--- config.mk ---
export PLATFORM = sky130hd
export DESIGN_NAME = priority_mask_scanner_flat
export DESIGN_NICKNAME = d
export VERILOG_FILES = /design/src/rtl/priority_mask_scanner_if.sv /design/src/rtl/priority_mask_scanner.sv /design/src/flat_wrapper.sv
export SDC_FILE = /design/constraint.sdc
export NUM_CORES = 1
export LEC_CHECK = 0
export BUFFER_PORTS_ARGS = -buffer_cell sky130_fd_sc_hd__buf_2
export CAP_MARGIN = 0
export CORE_MARGIN = 3
export CORE_UTILIZATION = 35
export CTS_BUF_LIST = sky130_fd_sc_hd__clkbuf_8
export CTS_CLUSTER_DIAMETER = 120
export DETAILED_ROUTE_END_ITERATION = 6
export HOLD_SLACK_MARGIN = 0.08
export PLACE_DENSITY_LB_ADDON = 0.05
export SKIP_LAST_GASP = 1
export SLEW_MARGIN = 30
export SYNTH_ARGS = -nofsm -noshare
export SYNTH_HDL_FRONTEND = slang
export SYNTH_SLANG_ARGS = --single-unit
--- constraint.sdc ---
create_clock -name clk -period 5.5 [get_ports clk]
set_input_delay 0.55 -clock clk [delete_from_list [all_inputs] [get_ports clk]]
set_output_delay 0.55 -clock clk [all_outputs]
set_load 0.01 [all_outputs]
--- src/rtl/priority_mask_scanner_if.sv ---
// Mask-in / index-out handshake bundle for priority_mask_scanner.
// slave is the scanner side; master is the producer/consumer side.
`timescale 1ns/1ps
interface priority_mask_scanner_if #(
   parameter int unsigned DATAW  = 8,
   parameter int unsigned TAGW   = 1,
   parameter int unsigned LDATAW = (DATAW > 1) ? $clog2(DATAW) : 1
);
   logic              valid_in;
   logic [DATAW-1:0]  data_in;
   logic [TAGW-1:0]   tag_in;
   logic              ready_in;
   logic              valid_out;
   logic [LDATAW-1:0] index_out;
   logic [TAGW-1:0]   tag_out;
   logic              last_out;
   logic              empty_out;
   logic              ready_out;

   modport slave (
      input  valid_in, data_in, tag_in, ready_out,
      output ready_in, valid_out, index_out, tag_out, last_out, empty_out
   );

   modport master (
      output valid_in, data_in, tag_in, ready_out,
      input  ready_in, valid_out, index_out, tag_out, last_out, empty_out
   );
endinterface

--- src/rtl/priority_mask_scanner.sv ---
// Serialises a bit mask into one index beat per set bit, in LSB- or MSB-first
// priority order, with valid/ready on both sides and no bubble between masks.
`timescale 1ns/1ps
module priority_mask_scanner #(
   parameter int unsigned DATAW   = 8,
   parameter bit          REVERSE = 1'b0,
   parameter int unsigned TAGW    = 1
) (
   input  logic                   clk,
   input  logic                   reset_n,
   priority_mask_scanner_if.slave bus
);
   localparam int unsigned LDATAW = (DATAW > 1) ? $clog2(DATAW) : 1;

   localparam logic [0:0] S_IDLE = 1'b0;
   localparam logic [0:0] S_SCAN = 1'b1;

   logic [0:0]        state, state_nxt;
   logic [DATAW-1:0]  remaining, remaining_nxt;
   logic [TAGW-1:0]   tag_r, tag_nxt;
   logic              empty_r, empty_nxt;
   logic [LDATAW-1:0] index_r, index_nxt;
   logic              last_r, last_nxt;
   logic              ready_c, accept_c, fire_c;

   // Highest-priority set bit; later matches overwrite earlier ones.
   function automatic logic [LDATAW-1:0] find_first(input logic [DATAW-1:0] m);
      logic [LDATAW-1:0] idx;
      idx = '0;
      if (REVERSE) begin
         for (int i = 0; i < int'(DATAW); i++)
            if (m[i]) idx = LDATAW'(i);
      end else begin
         for (int i = int'(DATAW) - 1; i >= 0; i--)
            if (m[i]) idx = LDATAW'(i);
      end
      return idx;
   endfunction

   function automatic logic [DATAW-1:0] clear_bit(input logic [DATAW-1:0] m,
                                                  input logic [LDATAW-1:0] idx);
      logic [DATAW-1:0] r;
      r = m;
      for (int i = 0; i < int'(DATAW); i++)
         if (LDATAW'(i) == idx) r[i] = 1'b0;
      return r;
   endfunction

   function automatic logic at_most_one(input logic [DATAW-1:0] m);
      return (m & (m - DATAW'(1))) == '0;
   endfunction

   assign fire_c   = (state == S_SCAN) & bus.ready_out;
   assign ready_c  = reset_n & ((state == S_IDLE) | (fire_c & last_r));
   assign accept_c = bus.valid_in & ready_c;

   // Next-state and next-beat computation; index/last are pre-computed so
   // every beat output comes straight from a flop.
   always_comb begin
      state_nxt     = state;
      remaining_nxt = remaining;
      tag_nxt       = tag_r;
      empty_nxt     = empty_r;
      case (state)
         S_IDLE: begin
            if (accept_c) begin
               remaining_nxt = bus.data_in;
               tag_nxt       = bus.tag_in;
               empty_nxt     = (bus.data_in == '0);
               state_nxt     = S_SCAN;
            end
         end
         S_SCAN: begin
            if (fire_c) begin
               if (!last_r) begin
                  remaining_nxt = clear_bit(remaining, index_r);
               end else if (accept_c) begin
                  remaining_nxt = bus.data_in;
                  tag_nxt       = bus.tag_in;
                  empty_nxt     = (bus.data_in == '0);
               end else begin
                  remaining_nxt = '0;
                  state_nxt     = S_IDLE;
               end
            end
         end
         default: state_nxt = S_IDLE;
      endcase
      index_nxt = find_first(remaining_nxt);
      last_nxt  = (state_nxt == S_SCAN) & at_most_one(remaining_nxt);
   end

   always_ff @(posedge clk) begin
      if (!reset_n) begin
         state     <= S_IDLE;
         remaining <= '0;
         tag_r     <= '0;
         empty_r   <= 1'b0;
         index_r   <= '0;
         last_r    <= 1'b0;
      end else begin
         state     <= state_nxt;
         remaining <= remaining_nxt;
         tag_r     <= tag_nxt;
         empty_r   <= empty_nxt;
         index_r   <= index_nxt;
         last_r    <= last_nxt;
      end
   end

   assign bus.ready_in  = ready_c;
   assign bus.valid_out = (state == S_SCAN);
   assign bus.index_out = index_r;
   assign bus.tag_out   = tag_r;
   assign bus.last_out  = last_r;
   assign bus.empty_out = empty_r;
endmodule

--- src/flat_wrapper.sv ---
// flat-port wrapper written by rule: the top's interface ports become plain ports
module priority_mask_scanner_flat 
#(
   parameter int unsigned DATAW   = 8,
   parameter bit          REVERSE = 1'b0,
   parameter int unsigned TAGW    = 1
)
  (clk, reset_n, bus_valid_in, bus_data_in, bus_tag_in, bus_ready_out, bus_ready_in, bus_valid_out, bus_index_out, bus_tag_out, bus_last_out, bus_empty_out);
  priority_mask_scanner_if #(.DATAW(DATAW), .TAGW(TAGW)) bus_i ();
  input  logic clk;
  input  logic reset_n;
  input wire logic [$bits(bus_i.valid_in)-1:0] bus_valid_in;
  input wire logic [$bits(bus_i.data_in)-1:0] bus_data_in;
  input wire logic [$bits(bus_i.tag_in)-1:0] bus_tag_in;
  input wire logic [$bits(bus_i.ready_out)-1:0] bus_ready_out;
  output wire logic [$bits(bus_i.ready_in)-1:0] bus_ready_in;
  output wire logic [$bits(bus_i.valid_out)-1:0] bus_valid_out;
  output wire logic [$bits(bus_i.index_out)-1:0] bus_index_out;
  output wire logic [$bits(bus_i.tag_out)-1:0] bus_tag_out;
  output wire logic [$bits(bus_i.last_out)-1:0] bus_last_out;
  output wire logic [$bits(bus_i.empty_out)-1:0] bus_empty_out;
  assign bus_i.valid_in = bus_valid_in;
  assign bus_i.data_in = bus_data_in;
  assign bus_i.tag_in = bus_tag_in;
  assign bus_i.ready_out = bus_ready_out;
  assign bus_ready_in = bus_i.ready_in;
  assign bus_valid_out = bus_i.valid_out;
  assign bus_index_out = bus_i.index_out;
  assign bus_tag_out = bus_i.tag_out;
  assign bus_last_out = bus_i.last_out;
  assign bus_empty_out = bus_i.empty_out;
  priority_mask_scanner #(.DATAW(DATAW), .REVERSE(REVERSE), .TAGW(TAGW)) u_core (.clk(clk), .reset_n(reset_n), .bus(bus_i));
endmodule
==> results.md <==
- Max-cap violations: 0
- Hold depth: 2
- Pins Over Slew Limit: 0
- Yosys cell types: 49
- RD Place Congestion: 0.795
- Psw: 0.0903 mW
- Required time worst endpoint: 5.66 ns
- Startpoint types: flip-flop
- Compound-cell area share of the yosys netlist: 0.263
- Static Leakage: between 0.4 and 0.5 nW
- Yosys warning total: 0
- Filler Cell Count: roughly 290
- Worst vdd ir: 0.156 mV
- Synth Register Bits: 15
- Post-cts sizing count: 0
- Syn_area_per_cell: about 8.5 um2
- Critical path endpoint category: flip-flop
- Status: completed
- Syn Inst Count: 118
- Total CTS buffers: 3
- Met3 WL: 196 um
- Rel. slew slack: 0.635
- Sequential Power Share: 0.450
- Wirelength, routed: 2790 um
- Gr ovfl total: 0
- EDFF count, synth: 0
- Share of cells above drive strength 1: 0.237
- TritonCTS clock tree: done
- Post-DP HPWL: about 2100 um
- Number of global-route vias before repair: just over 900
- Layout area overhead: 13.5%
- Footprint of the multi-input gates: 637 um2
- Met1 WL: 1220 um
- Worst Skew: 0.00483 ns
- RSZ-0062 raised after global routing: false
- DRT Pass-1 Iters: 4
- Die Area: 3550 um2
- Max Fclk: 431 MHz
- Syn nets: around 130
- Post-synthesis mux area share: 0.00998
- Final core occ: 0.440
- Hold Violations, Final: 0
- Min-delay src: u_core.bus.empty_out
- Clock tree buffer depth: 2
- Core area: 2590 um2
- Ports: 21
- Top-area cell type share of the netlist area: 0.299
- # H-tree levels: 1
- PortBufs: 20
- # nets final: 149
- Synth Area in Simple Gates: 0.350
- Sequential-to-total area share from yosys stat: 0.299
- Reg area: about 300 um2
- Die width: ~60 um
- DRC violations left: 0
- Clock Sinks: 15
- Setup_tns: 0 ns
- Async SR Flop Fraction: 0
- Clk slew on worst S/H paths: around 0.050 ns
- Initial antenna violation count: 0
- Ant diodes: 0
- R2R Setup Slk: 3.18 ns
- WS Path Type: flip-flop to flip-flop
- Leading area contributor after synthesis: dfxtp_1
- Top Metal Used: met4
- GRT Util Overall: 0.169
- Clk pwr share: 0.299
- Pin slew with the least headroom to its limit: 0.546 ns
- Hold_buf cts: 0
- Power Dens Cells: between 200 and 300 nW/um2
- FF-to-FF Start: u_core.bus.valid_out
- Vias per inst: 6.27
- Starting DRT DRC Count: 40
- Vert. Die Dim: 59.5 um
- Reg2Reg Depth: 6
- Synth Area in XOR/XNOR: 0
- Routed wl met2: 1320 um
- Largest cells by area after synthesis: dfxtp_1, and2_1, o211ai_1, a221o_1, and3b_1
- Min Clock Period, post-route: around 2.3 ns
- Synthesized cell area: 1000 um2
- Clock Latency Late Sink: 0.25 ns
- HP Class: flip-flop to flip-flop
- Switching share of power: 0.312
- Post-CTS Setup Inserts: 0
- Finished Cell Area: 1140 um2
- Logic pwr share: 0.251
- Worst Hold Path EP: u_core.bus.empty_out
- P_int: 0.199 mW
- Clk root buf: clkbuf_8
- Routed wire per std cell: 16.9 um
- Part of the cycle the worst path needs: 0.422
- WP data arrival: 2.48 ns
- First-pass GRT wire length: 4510 um
- Largest family of logic cells by synthesized area: simple AND/OR/NAND/NOR gates
- Num rows: 18
- Vias: 1035
- Critical path peak fanout: 21
- Initial Utilization: 0.387
- Adder-cell share of the synthesized area: 0.0112
- Main synth FF type: dfxtp_1
- R2R Path End: u_core.bus.last_out
- ANT nets after route: 0
- # setup viols final: 0
- Pin count of the biggest net entering global routing: 23
- Post-DP Area: around 1100 um2
## worst max-delay path by stage
stage                                endpoint  cells after the start  slack [ns]                 start
after detailed placement  u_core.bus.last_out                      7        2.98               reset_n
after global routing      u_core.bus.last_out                      6        2.92  u_core.bus.valid_out
final                     u_core.bus.last_out                      6        3.18  u_core.bus.valid_out
after floorplan           u_core.bus.last_out                      7        3.51         bus_ready_out
after global placement    u_core.bus.last_out                      7        3.05               reset_n
after CTS                 u_core.bus.last_out                      6        3.16  u_core.bus.valid_out
## sequential cells by signal, summed over array words and instances (netlist names)
register and count:
u_core.bus.tag_out 1, u_core.bus.empty_out 1, u_core.bus.valid_out 1, u_core.bus.last_out 1, u_core.remaining 8, u_core.bus.index_out 3
## logic make-up (layout without fill, tap and decap cells)
logic type | count (synthesis) | count (layout)
buffers and inverters | 12 | 29
muxes | 1 | 1
AOI/OAI and AO/OA | 34 | 34
and+or+nand+nor | 55 | 55
DFF | 15 | 15
adders and majority gates | 1 | 1
## power groups by stage
stage                     logic [mW]  clock network, mW  registers (mW)
after floorplan               0.0520                  0           0.129
after global placement        0.0721                  0           0.132
after detailed placement      0.0724                  0           0.133
after CTS                     0.0727             0.0895           0.130
after global routing          0.0805             0.0947           0.132
final                         0.0726             0.0867           0.130
## cells in the mapped netlist (all sizes together), types with 4 or more instances
| cell type | number |
|---|---|
| inv | 5 |
| nor2 | 5 |
| dfxtp | 15 |
| nand2b | 4 |
| buf | 6 |
| nand2 | 7 |
| o211ai | 5 |
| a21oi | 4 |
| nand3 | 4 |
| and2 | 8 |
## critical path: stages (launching register included)
cell	delay [ns]
dfxtp_1	0.66
a21boi_2	0.27
nor2_1	0.13
a22oi_1	0.46
nand2_2	0.12
o32a_1	0.37
nor4_2	0.21
## per-stage QoR
step                      hold WS [ns]  std cells  setup WS (ns)  power [mW]
after detailed placement         0.462        161           2.98       0.205
final                            0.461        165           3.18       0.289
after global routing             0.530        165           2.92       0.307
after global placement           0.446        161           3.05       0.204
after floorplan                  0.480        118           3.51       0.181
after CTS                        0.470        165           3.16       0.292
## final cells by class
cell class,instances,area share
clock buffer,3,0.0363
clock inverter,1,0.00330
inverter,5,0.0165
multi-input combinational,91,0.559
sequential,15,0.264
tap,30,0.0330
timing repair buffer,20,0.0879
## metal layers
metal,track usage,vias to the layer above
met3,0.0196,5
met1,0.226,502
li1,-,487
met5,0,-
met2,0.271,41
met4,0.0759,0
## cell usage in the layout, fill, tap and decap left out, types with 2 or more instances in the layout
cell type / count
and3b_1: 3
nand2_1: 6
nand3_1: 4
and2b_1: 3
o22ai_1: 2
nor4_1: 2
clkbuf_8: 3
dfxtp_1: 15
a21oi_1: 4
nand3b_1: 3
o211ai_1: 5
nand2b_1: 4
inv_1: 5
and2_1: 8
o21ai_0: 3
nor2_1: 5
nand4b_1: 3
a221o_1: 3
buf_2: 20
o21a_1: 2
and3_1: 2
a22oi_1: 3
nor3_1: 3
Note: power is estimated with default switching activity, not from simulation.
